### src/rtl/div_pkg.sv
// rtl/div_pkg.sv - shared types and constants for the EXE-stage divider
// Purpose: FSM state encoding, default width and divide-by-zero result constants.
// Ports: none (package).
package div_pkg;

  typedef enum logic [1:0] {
    DIV_IDLE = 2'd0,
    DIV_BUSY = 2'd1,
    DIV_DONE = 2'd2
  } DivState;

  localparam int DIV_DEFAULT_W = 32;

  // A zero divisor yields an all-ones quotient; the remainder is the dividend.
  localparam logic                     DIV_DBZ_Q_BIT    = 1'b1;
  localparam logic [DIV_DEFAULT_W-1:0] DIV_DBZ_QUOTIENT = '1;

endpackage

### src/rtl/exe_div_unit_if.sv
// rtl/exe_div_unit_if.sv - EXE pipeline <-> divider handshake bundle
// Purpose: groups request, control and result signals of the divider.
// Ports (master = pipeline side, slave = divider side):
//   start, is_signed, dividend, divisor, cancel, exe_wr : master -> slave
//   div_stall, done, quotient, remainder, div_by_zero   : slave -> master
interface exe_div_unit_if #(parameter int DATA_W = 32);
  logic              start;
  logic              is_signed;
  logic [DATA_W-1:0] dividend;
  logic [DATA_W-1:0] divisor;
  logic              cancel;
  logic              exe_wr;
  logic              div_stall;
  logic              done;
  logic [DATA_W-1:0] quotient;
  logic [DATA_W-1:0] remainder;
  logic              div_by_zero;

  modport master (
    output start, is_signed, dividend, divisor, cancel, exe_wr,
    input  div_stall, done, quotient, remainder, div_by_zero
  );

  modport slave (
    input  start, is_signed, dividend, divisor, cancel, exe_wr,
    output div_stall, done, quotient, remainder, div_by_zero
  );
endinterface

### src/rtl/div_lzc.sv
// rtl/div_lzc.sv - parameterised leading-zero counter
// Purpose: counts leading zeros of value; an all-zero input returns DATA_W.
// Ports: value (in, DATA_W), lz (out, CNT_W).
module div_lzc #(
  parameter int DATA_W = 32,
  parameter int CNT_W  = $clog2(DATA_W) + 1
) (
  input  logic [DATA_W-1:0] value,
  output logic [CNT_W-1:0]  lz
);

  // Scan upward; the highest set bit is the last to overwrite lz.
  always_comb begin
    lz = CNT_W'(DATA_W);
    for (int i = 0; i < DATA_W; i++) begin
      if (value[i]) lz = CNT_W'(DATA_W - 1 - i);
    end
  end

endmodule

### src/rtl/exe_div_unit.sv
// rtl/exe_div_unit.sv - iterative radix-2 restoring divider for DIV/DIVU in EXE
// Purpose: stalls EXE while iterating, presents quotient (LO) / remainder (HI)
//   with done, cancelled by the MEM exception flush.
// Ports: clk, rst (sync, active-high), bus (exe_div_unit_if.slave).
// Optional: DIV_EARLY_OUT_EN skips leading-zero iterations and finishes
//   zero-dividend / zero-divisor cases on the cycle after accept.
module exe_div_unit
  import div_pkg::*;
#(
  parameter int DATA_W = DIV_DEFAULT_W,
  parameter int CNT_W  = $clog2(DATA_W) + 1
) (
  input logic           clk,
  input logic           rst,
  exe_div_unit_if.slave bus
);

  DivState           state;
  logic [CNT_W-1:0]  cnt;
  logic [DATA_W-1:0] pr;     // partial remainder
  logic [DATA_W-1:0] dq;     // dividend bits shift out the top, quotient bits in the bottom
  logic [DATA_W-1:0] dsr;    // divisor magnitude
  logic [DATA_W-1:0] q_r;
  logic [DATA_W-1:0] r_r;
  logic              neg_q;
  logic              neg_r;
  logic              dbz;
  logic              done_r;

  logic              dvd_neg;
  logic              dsr_neg;
  logic [DATA_W-1:0] dvd_mag;
  logic [DATA_W-1:0] dsr_mag;

  assign dvd_neg = bus.is_signed & bus.dividend[DATA_W-1];
  assign dsr_neg = bus.is_signed & bus.divisor[DATA_W-1];
  assign dvd_mag = dvd_neg ? -bus.dividend : bus.dividend;
  assign dsr_mag = dsr_neg ? -bus.divisor  : bus.divisor;

  logic [CNT_W-1:0]  cnt_init;
  logic [DATA_W-1:0] dq_init;
  logic              skip;

`ifdef DIV_EARLY_OUT_EN
  logic [CNT_W-1:0] lz;

  div_lzc #(.DATA_W(DATA_W), .CNT_W(CNT_W)) u_lzc (
    .value (dvd_mag),
    .lz    (lz)
  );

  // Leading zeros only ever produce zero quotient bits, so pre-shift them away.
  assign cnt_init = CNT_W'(DATA_W) - lz;
  assign dq_init  = dvd_mag << lz;
  assign skip     = (dvd_mag == '0) || (dsr_mag == '0);
`else
  assign cnt_init = CNT_W'(DATA_W);
  assign dq_init  = dvd_mag;
  assign skip     = 1'b0;
`endif

  // One restoring step. pr < dsr holds for any nonzero divisor, so the
  // (DATA_W+1)-bit difference's MSB is a reliable sign bit.
  logic [DATA_W:0]   shifted;
  logic [DATA_W:0]   diff;
  logic [DATA_W-1:0] pr_next;
  logic [DATA_W-1:0] q_next;

  assign shifted = {pr, dq[DATA_W-1]};
  assign diff    = shifted - {1'b0, dsr};
  assign pr_next = diff[DATA_W] ? shifted[DATA_W-1:0] : diff[DATA_W-1:0];
  assign q_next  = {dq[DATA_W-2:0], ~diff[DATA_W]};

  always_ff @(posedge clk) begin
    if (rst) begin
      state  <= DIV_IDLE;
      cnt    <= '0;
      pr     <= '0;
      dq     <= '0;
      dsr    <= '0;
      q_r    <= '0;
      r_r    <= '0;
      neg_q  <= 1'b0;
      neg_r  <= 1'b0;
      dbz    <= 1'b0;
      done_r <= 1'b0;
    end else if (bus.cancel) begin
      state  <= DIV_IDLE;
      done_r <= 1'b0;
    end else begin
      case (state)
        DIV_IDLE: begin
          if (bus.start) begin
            dbz   <= (dsr_mag == '0);
            neg_q <= dvd_neg ^ dsr_neg;
            neg_r <= dvd_neg;
            pr    <= '0;
            dq    <= dq_init;
            dsr   <= dsr_mag;
            cnt   <= cnt_init;
            if (skip) begin
              // Only reachable with a zero dividend or divisor.
              state  <= DIV_DONE;
              done_r <= 1'b1;
              q_r    <= (dsr_mag == '0) ? {DATA_W{DIV_DBZ_Q_BIT}} : '0;
              r_r    <= bus.dividend;
            end else begin
              state <= DIV_BUSY;
            end
          end
        end
        DIV_BUSY: begin
          pr  <= pr_next;
          dq  <= q_next;
          cnt <= cnt - 1'b1;
          if (cnt == CNT_W'(1)) begin
            state  <= DIV_DONE;
            done_r <= 1'b1;
            q_r    <= dbz ? {DATA_W{DIV_DBZ_Q_BIT}} : (neg_q ? -q_next : q_next);
            r_r    <= neg_r ? -pr_next : pr_next;
          end
        end
        DIV_DONE: begin
          if (bus.exe_wr) begin
            state  <= DIV_IDLE;
            done_r <= 1'b0;
          end
        end
        default: state <= DIV_IDLE;
      endcase
    end
  end

  assign bus.div_stall   = (state == DIV_IDLE && bus.start && !bus.cancel) || (state == DIV_BUSY);
  assign bus.done        = done_r & ~bus.cancel;
  assign bus.quotient    = q_r;
  assign bus.remainder   = r_r;
  assign bus.div_by_zero = dbz;

endmodule

### src/flat_wrapper.sv
// flat-port wrapper written by rule: the top's interface ports become plain ports
module exe_div_unit_flat import div_pkg::*;
#(
  parameter int DATA_W = DIV_DEFAULT_W,
  parameter int CNT_W  = $clog2(DATA_W) + 1
)
  (clk, rst, bus_start, bus_is_signed, bus_dividend, bus_divisor, bus_cancel, bus_exe_wr, bus_div_stall, bus_done, bus_quotient, bus_remainder, bus_div_by_zero);
  exe_div_unit_if #(.DATA_W(DATA_W)) bus_i ();
  input logic clk;
  input logic rst;
  input wire logic [$bits(bus_i.start)-1:0] bus_start;
  input wire logic [$bits(bus_i.is_signed)-1:0] bus_is_signed;
  input wire logic [$bits(bus_i.dividend)-1:0] bus_dividend;
  input wire logic [$bits(bus_i.divisor)-1:0] bus_divisor;
  input wire logic [$bits(bus_i.cancel)-1:0] bus_cancel;
  input wire logic [$bits(bus_i.exe_wr)-1:0] bus_exe_wr;
  output wire logic [$bits(bus_i.div_stall)-1:0] bus_div_stall;
  output wire logic [$bits(bus_i.done)-1:0] bus_done;
  output wire logic [$bits(bus_i.quotient)-1:0] bus_quotient;
  output wire logic [$bits(bus_i.remainder)-1:0] bus_remainder;
  output wire logic [$bits(bus_i.div_by_zero)-1:0] bus_div_by_zero;
  assign bus_i.start = bus_start;
  assign bus_i.is_signed = bus_is_signed;
  assign bus_i.dividend = bus_dividend;
  assign bus_i.divisor = bus_divisor;
  assign bus_i.cancel = bus_cancel;
  assign bus_i.exe_wr = bus_exe_wr;
  assign bus_div_stall = bus_i.div_stall;
  assign bus_done = bus_i.done;
  assign bus_quotient = bus_i.quotient;
  assign bus_remainder = bus_i.remainder;
  assign bus_div_by_zero = bus_i.div_by_zero;
  exe_div_unit #(.DATA_W(DATA_W), .CNT_W(CNT_W)) u_core (.clk(clk), .rst(rst), .bus(bus_i));
endmodule
### config.mk
export PLATFORM = sky130hd
export DESIGN_NAME = exe_div_unit_flat
export DESIGN_NICKNAME = d
export VERILOG_FILES = /design/src/rtl/div_pkg.sv /design/src/rtl/exe_div_unit_if.sv /design/src/rtl/div_lzc.sv /design/src/rtl/exe_div_unit.sv /design/src/flat_wrapper.sv
export SDC_FILE = /design/constraint.sdc
export NUM_CORES = 1
export LEC_CHECK = 0
export BUFFER_PORTS_ARGS = -buffer_cell sky130_fd_sc_hd__buf_2
export CAP_MARGIN = 20
export CORE_UTILIZATION = 61
export CTS_BUF_LIST = sky130_fd_sc_hd__clkbuf_8
export DETAILED_ROUTE_END_ITERATION = 10
export MAX_ROUTING_LAYER = met4
export PLACE_DENSITY = 0.83
export SLEW_MARGIN = 20
export SYNTH_ARGS = -nofsm -noshare
export SYNTH_HDL_FRONTEND = slang
export SYNTH_SLANG_ARGS = --single-unit
### constraint.sdc
create_clock -name clk -period 6.7 [get_ports clk]
set_clock_uncertainty 0.1 [all_clocks]
set_input_delay 0.67 -clock clk [delete_from_list [all_inputs] [get_ports clk]]
set_output_delay 0.67 -clock clk [all_outputs]
set_load 0.01 [all_outputs]
Word-level counts from Yosys, hierarchy flattened
Index checks and enable logic that the tools add are counted.
Widths: inputs -> output; s select.

storage, ports and cells
  bits in registers = 172
  bits of input ports = 70
  output and inout bits = 67
  word-level logic and storage cells = 62

cells by class
  add/sub/neg operators = 6
  equal/unequal tests = 6
  mux-type cells = 19
  bitwise gates (word level) = 6
  reductions and logical operators = 14

operator list
  kind                 count
  $mux 32              8
  $neg 32->32          4
  $pmux 32 s2          2
  $sub 33x32->33       1
  $logic_not 32->1     1
  $reduce_and 3->1     5
  $pmux 6 s2           1
  $eq 6x1->1 const B   1
  $mux 2               3
  $mux 6               1
  $pmux 2 s3           1
  $sub 6x1->6 const B  1
  $ne 2x2->1 const B   2
  $reduce_bool 2->1    2
  $and 1x1->1          3
  $eq 2x1->1 const B   1
  $eq 2x2->1 const B   1
  $logic_and 1x1->1    2
  $logic_not 2->1      1
  $mux 1               2
  $ne 2x1->1 const B   1
  $not 1->1            2
  $pmux 1 s2           1
  $reduce_or 2->1      1
  other kinds (3)      3

Longest topological paths before layout
Gate-level depths: netlist of the first run.

  word-level depth = 5
  gate-level depth with buffers = 24
  depth with buffers taken out = 21

Worst setup path after synthesis of the first run
No wires, ideal clock.

  path kind = reg-to-reg
  from = register u_core.dq[31]
  to = register u_core.r_r[24] (netlist: u_core.bus.remainder[24])
  setup time = 0.074 ns
  arrival = 4.801 ns
  slack = 1.725 ns
  cell stages (with the launch flop) = 23
  path buffers = 3
  period minus slack after synthesis = 4.975 ns
  path through = dfxtp_1 inv_1 ha_1 fa_1 nand2b_1 a21o_2 a21oi_4 a21o_2 a31o_1 buf_6 nor2_8 inv_6 buf_2 buf_2 nor2_1 a21oi_1 ha_1 or3b_2 or3_1 mux2i_1 o2111ai_1 or4_1 a31oi_1

on the way
  cells in the longest elaborated chain, start to end = 4

RTL lines
  item                    RTL line             RTL
  start, declared         exe_div_unit.sv:21   logic [DATA_W-1:0] dq;
  start signal, assigned  exe_div_unit.sv:98   dq <= dq_init;
  start signal, assigned  exe_div_unit.sv:114  dq <= q_next;
  $sub 33x32->33          exe_div_unit.sv:70   assign diff = shifted - {1'b0, dsr};
  $mux 32 (*)             exe_div_unit.sv:71   assign pr_next = diff[DATA_W] ? shifted[DATA_W-1:0] : diff[DATA_W-1:0];
  $neg 32->32             exe_div_unit.sv:120  r_r <= neg_r ? -pr_next : pr_next;
  $mux 32 (*)             exe_div_unit.sv:120
  end signal, assigned    exe_div_unit.sv:106  r_r <= bus.dividend;
  end signal, assigned    exe_div_unit.sv:120
  end, declared           exe_div_unit.sv:24   logic [DATA_W-1:0] r_r;

Mark *: on every way between the ends. The rest lies on a longest branch, timed or not.
A chain may end at the register's enable or synchronous reset.

Final worst setup path of the first run
  from = register u_core.dq[31]
  to = register u_core.r_r[30] (netlist: u_core.bus.remainder[30])

Same word-level chain as after synthesis.

==> impl_metrics.toml, run 1 <==
[min_path]
whs_path_depth = 2
min_path_type = "register to register"

[grt]
grt_overflow_total = 0
grt_pass1_vias = 11080
grt_max_degree = 94
antenna_found_initial = 0
grt_pass1_wl_um = 58230
track_usage = 0.3743

[placement]
dp_cells = 1881
gp_congestion = 0.9883
dp_hpwl_um = 26360
portBuffers = 136
place_area_mm2 = 0.01265

[clock_tree]
cts.repair.resized = 0
clock-sinks = 172
cts_tree = "done"
h-tree-depth = 4
ctsRootBufferMaster = "clkbuf_8"
postCtsSetupBuffers = 0
clk_latency_ns = 0.48
cts_buffers = 17
cts.clk_slew.worst_paths_ns = 0.10
postCtsHoldBufs = 0
clock_path_buffers = 2

[synth]
yosysWarnings = 0
ys_seq_area_frac = 0.2856
yosys-mux-area-fraction = 0.01764
synth_top_family_by_area = "compound AO/OA/AOI/OAI gates"
ys.flop_type = "dfxtp_1"
synth-xor-area-share = 0.09580
syn_inst = 1575
yosysUniqueCellTypes = 92
syn_avg_cell_area_um2 = 7.654
synthSimpleGateAreaFrac = 0.2477
ys_ff_latch = 172
yosys-top-cells-area = "dfxtp_1 (29%), nor2_1 (7.0%), xnor2_1 (5.8%)"
yosys-top-cells-count = "nor2_1 (225), dfxtp_1 (172), nand2_1 (157), a21oi_1 (99), xnor2_1 (80)"
yosysTopAreaCell = "dfxtp_1"
syn_nets = 1684
synth_compound_area_frac = 0.2526
async_reset_ff_frac = 0
synth_edf_count = 0
synth_fa_ha_area_frac = 0.04110
yosysTopAreaCellShare = 0.2856
syn_area_mm2 = 0.01206
yosysMostFrequentCell = "nor2_1"

[floorplanning]
die_y_um = 142.6
ios = 137
core_area_mm2 = 0.01940
rows = 51
start_util = 0.6215
dieArea_mm2 = 0.02033
dieWidth_um = 142.6

[pwr]
power.density_mw_per_mm2 = 188.1
leakage_nw = 5.159
peakVddDrop_mv = 0.1385

[critical_path]
path_max_fanout = 31
max_stage_delay_ns = 0.71
cp.depth = 20
critPathSlowestCell = "a31o_1"
path_cells = "inv_1 -> ha_1 -> fa_1 -> nand2b_1 -> a21o_2 -> a21oi_4 -> a21o_2 -> a31o_1 -> nor2_8 -> inv_6 -> nor2_1 -> a21oi_1 -> ha_1 -> or3b_2 -> or3_1 -> mux2i_1 -> o2111ai_1 -> o31ai_1 -> xor2_1 -> o21ai_1"
critPathRequiredTime_ns = 6.95
cp_top_family = "compound AO/OA/AOI/OAI gates"
critPathLaunchType = "register"
end_kind = "register"
worstSetupPathType = "register to register"
arrival_ns = 6.08
path_buf_inv = 2
reg2reg_depth = 20

[sta]
rsz0062_at_grt = "false"
fin_crit_sh = 0.8695
max_freq_mhz = 171.6
max_slew.worst_pin.slew_ns = 1.038
hold_viol_final = 0
finalCriticalPeriod_ns = 5.826
slew_violations = 0
setup_viol = 0
whs_ns = 0.3533
totalNegativeSetupSlack_ns = 0
slew_headroom = 0.3072

[cells_and_area]
design_area_mm2 = 0.01310
layout.nets = 1744
area_growth_pct = 8.687
stdcell_count = 1913
final_util = 0.6754
antennaDiodeCount = 0
drive_above_1_share = 0.1402

[status]
status = "completed"

[route]
routedWlPerCell_um = 19.16
via_count = 12480
vias_per_cell = 6.524
drt_iter0_markers = 1354
drt-total-wl_um = 36640
dr.pass1.iters = 6
ant_nets = 0
drc_errors = 0

[run]
max-cap-violations = 0
==> worst min-delay path, delay by kind of cell, from the launching register on <==
family,cells,cell delay (ns)
simple gates,1,0.05
compound gates,1,0.05
flops,1,0.32
==> final timing paths <==
path,from,slack (ns),to
worst max register to register,u_core.dq[31]$_SDFFE_PP0P_,0.87,u_core.bus.remainder[30]$_SDFFE_PP0P_
worst min-delay path,u_core.bus.remainder[15]$_SDFFE_PP0P_,0.35,u_core.bus.remainder[15]$_SDFFE_PP0P_
worst min register to register,u_core.bus.remainder[15]$_SDFFE_PP0P_,0.35,u_core.bus.remainder[15]$_SDFFE_PP0P_
worst max-delay path,u_core.dq[31]$_SDFFE_PP0P_,0.87,u_core.bus.remainder[30]$_SDFFE_PP0P_
==> report_power, final <==
group	total (W)	switching [W]	internal, W
registers	0.00108	0.0000288	0.00105
clock network	0.000811	0.000482	0.000329
logic	0.000574	0.000374	0.000201
==> area by class of cell <==
cell class / count / area [um2]
multi-input cells: 1248 / 7929
fillers: 1685 / 6296
flip-flops and latches: 172 / 3443
repair buffers: 145 / 750.7
well taps: 265 / 331.6
clock buffers: 17 / 234.0
clock inverters: 15 / 217.7
inverters: 51 / 196.4
==> cells in the final DEF (no fill, tap or decap), drive strengths merged, types with 10 or more instances in the layout <==
cell,n
o41ai,15
a21oi,105
ha,38
nor2,226
o31ai,22
xnor2,80
a31oi,14
o22ai,29
clkbuf,17
nor3,52
xor2,51
or4,17
inv,57
or3,22
nand2,158
o21ai,67
buf,145
dfxtp,172
o211ai,11
nor4,20
nand4,20
mux2i,13
a21o,22
and3,10
a222oi,30
nand2b,16
a211oi,47
nand3,32
a22oi,24
==> kinds of logic after synthesis <==
group | count (synthesis)
AOI/OAI and AO/OA | 435
DFF | 172
and+or+nand+nor | 623
xor gates and xnor gates | 131
muxes | 20
adders and majority gates | 39
buffers and inverters | 155
==> registers in the layout (all words and copies together), names as in the netlist <==
| register | cells |
|---|---|
| u_core.neg_r | 1 |
| u_core.state | 2 |
| u_core.dq | 32 |
| u_core.neg_q | 1 |
| u_core.dsr | 32 |
| u_core.done_r | 1 |
| u_core.bus.quotient | 32 |
| u_core.bus.div_by_zero | 1 |
| u_core.bus.remainder | 32 |
| u_core.pr | 32 |
| u_core.cnt | 6 |
==> layer usage <==
layer | GRT usage | vias to the layer above | share of wire
met1 | 0.5106 | 5857 | 0.44
li1 | - | 5877 | -
met4 | 0.1205 | 0 | 0.024
met3 | 0.05283 | 76 | 0.084
met5 | - | - | 0
met2 | 0.5684 | 671 | 0.45
==> stage by stage <==
step	worst slack [ns]	power, W
after floorplan	1.725	0.001501
after global placement	1.172	0.001651
after detailed placement	1.083	0.001658
after CTS	0.9565	0.002449
after global routing	0.5944	0.002562
final	0.8741	0.002465
Note: power is estimated with default switching activity, not from simulation.
==> run 2: changes to the inputs <==
--- a/config.mk
+++ b/config.mk
@@ -5,13 +5,14 @@
 export SDC_FILE = /design/constraint.sdc
 export NUM_CORES = 1
 export LEC_CHECK = 0
+export ABC_AREA = 1
 export BUFFER_PORTS_ARGS = -buffer_cell sky130_fd_sc_hd__buf_2
 export CAP_MARGIN = 20
-export CORE_UTILIZATION = 61
+export CORE_UTILIZATION = 62
 export CTS_BUF_LIST = sky130_fd_sc_hd__clkbuf_8
 export DETAILED_ROUTE_END_ITERATION = 10
 export MAX_ROUTING_LAYER = met4
-export PLACE_DENSITY = 0.83
+export PLACE_DENSITY = 0.84
 export SLEW_MARGIN = 20
 export SYNTH_ARGS = -nofsm -noshare
 export SYNTH_HDL_FRONTEND = slang
==> impl_metrics.toml, run 2 <==
[sta]
setup_viol = 0
finalCriticalPeriod_ns = 4.821
max_slew.worst_pin.slew_ns = 1.033
slew_violations = 0
max_freq_mhz = 207.4
slew_headroom = 0.3102
rsz0062_at_grt = "false"
fin_crit_sh = 0.7195
totalNegativeSetupSlack_ns = 0
hold_viol_final = 0

[grt]
grt_overflow_total = 0
grt_pass1_wl_um = 64160
antenna_found_initial = 2
grt_max_degree = 96
grt_pass1_vias = 12500
track_usage = 0.3922

[synth]
yosysMostFrequentCell = "nand2_1"
yosysTopAreaCellShare = 0.2702
syn_area_mm2 = 0.01274
ys_ff_latch = 172
yosys-top-cells-count = "nand2_1 (573), inv_1 (305), nor2_1 (245), dfxtp_1 (172), nand3_1 (121)"
yosysUniqueCellTypes = 56
ys.flop_type = "dfxtp_1"
yosys-top-cells-area = "dfxtp_1 (27%), nand2_1 (17%), inv_1 (9.0%)"
yosysTopAreaCell = "dfxtp_1"
synth_edf_count = 0
async_reset_ff_frac = 0
yosysWarnings = 0
syn_nets = 2200
ys_seq_area_frac = 0.2702
syn_avg_cell_area_um2 = 6.094
syn_inst = 2091

[pwr]
leakage_nw = 7.091
power.density_mw_per_mm2 = 222.6
peakVddDrop_mv = 0.1923

[floorplanning]
start_util = 0.6318
ios = 137
rows = 52
die_y_um = 145.4
core_area_mm2 = 0.02017
dieArea_mm2 = 0.02113
dieWidth_um = 145.4

[cells_and_area]
layout_common_cells = "nand2_1 (573), inv_1 (305), nor2_1 (243), dfxtp_1 (172), buf_2 (136)"
layout_commonest_cell = "nand2_1"
stdcell_count = 2470
layout.nets = 2294
drive_above_1_share = 0.1074
area_growth_pct = 9.388
nFillCells = 1856

[critical_path]
reg2reg_to = "u_core.bus.quotient[30]$_SDFFE_PP0P_"
critPathSlowestCell = "fa_1"
crit_top_cell = "inv_1"
path_max_fanout = 39
rrSetupSlack_ns = 1.88
r2r-start = "u_core.dq[31]$_SDFFE_PP0P_"
arrival_ns = 5.08
end_kind = "register"
reg2reg_depth = 29
critPathLaunchType = "register"
worstSetupPathType = "register to register"
critPathRequiredTime_ns = 6.96
max_stage_delay_ns = 0.41

[clock_tree]
cts.clk_slew.worst_paths_ns = 0.10
clock_path_buffers = 2
cts_tree = "done"
cts.repair.resized = 0
clock-sinks = 172
h-tree-depth = 4
clk_latency_ns = 0.47
postCtsSetupBuffers = 0
postCtsHoldBufs = 0
ctsRootBufferMaster = "clkbuf_8"
cts_buffers = 17

[route]
via_count = 14150
wl_met1_um = 16730
wl_met2_um = 18300
dr.pass1.iters = 6
drc_errors = 0
ant_nets = 0
maxUsedRoutingLayer = "met4"
vias_per_cell = 5.730
routedWlPerCell_um = 16.31
wl_met3_um = 3793
drt-total-wl_um = 40280
drt_iter0_markers = 1338

[min_path]
worstHoldEndpoint = "u_core.state[1]$_SDFFE_PP0P_"
worstHoldStart = "bus_exe_wr"
whs_path_depth = 3
min_path_type = "input port to register"

[placement]
gp_congestion = 0.9891
portBuffers = 136
dp_hpwl_um = 31390
dp_cells = 2436

[status]
status = "completed"

[run]
max-cap-violations = 0
-- run 2: kinds of logic (layout without fill, tap and decap cells) --
family	Yosys count	after routing	synth area share
other cells	0	2	0
buf+inv	381	488	0.1185
flops	172	172	0.2702
compound gates	357	357	0.1643
simple gates	1071	1071	0.3593
fa+ha+maj	39	39	0.03888
xor+xnor	71	71	0.04880
-- run 2: worst max path at each step --
stage / end / startpoint / slack, ns
finish: u_core.bus.quotient[30]$_SDFFE_PP0P_ / u_core.dq[31]$_SDFFE_PP0P_ / 1.88
floorplan: u_core.bus.quotient[30]$_SDFFE_PP0P_ / u_core.dq[31]$_SDFFE_PP0P_ / 2.60
detailed placement: u_core.bus.quotient[30]$_SDFFE_PP0P_ / u_core.dq[31]$_SDFFE_PP0P_ / 2.03
CTS: u_core.bus.quotient[30]$_SDFFE_PP0P_ / u_core.dq[31]$_SDFFE_PP0P_ / 1.98
global placement: u_core.bus.quotient[30]$_SDFFE_PP0P_ / u_core.dq[31]$_SDFFE_PP0P_ / 2.15
global route: u_core.bus.quotient[30]$_SDFFE_PP0P_ / u_core.dq[31]$_SDFFE_PP0P_ / 1.35
-- run 2: stage by stage --
stage	worst slack (ns)	total power [W]	instance area [um2]	hold WS [ns]	utilization
after CTS	1.980	0.003070	13930	0.3686	0.6908
final	1.879	0.003102	13940	0.3717	0.6911
after detailed placement	2.033	0.002284	13510	0.3574	0.6697
after global placement	2.149	0.002269	13510	0.3518	0.6697
after global routing	1.347	0.003283	13940	0.3821	0.6911
after floorplan	2.605	0.001993	12740	0.3347	-
-- run 2: area by class of cell --
| cell class | count | area, um2 | share of cell area |
|---|---|---|---|
| Clock buffer | 19 | 261.5 | 0.01876 |
| Timing Repair Buffer | 147 | 763.2 | 0.05476 |
| Clock inverter | 13 | 163.9 | 0.01176 |
| Inverter | 309 | 1160 | 0.08321 |
| Antenna cell | 2 | 5.005 | 0.0003591 |
| Multi-Input combinational cell | 1538 | 7804 | 0.5599 |
| Sequential cell | 172 | 3443 | 0.2470 |
| Tap cell | 270 | 337.8 | 0.02424 |
-- run 2: report_power, final --
group,switching (W),internal (W)
sequential,0.0000332,0.00105
clock,0.000412,0.000392
combinational,0.000848,0.000363
total,0.00129,0.00181
-- run 2: critical path, delay by kind of cell, from the launching register on --
kind	cells	cell delay, ns
AND/OR/NAND/NOR	18	2.58
XOR/XNOR	1	0.18
adder cells (fa/ha/maj)	3	0.84
flip-flops	1	0.34
AO/OA/AOI/OAI	2	0.29
buffers and inverters	5	0.37
-- run 2: per-layer routing --
layer / vias up / global-route usage
li1: 6970 / -
met1: 6399 / 0.5096
met2: 688 / 0.6103
met3: 97 / 0.06458
met4: 0 / 0.1511
met5: - / -
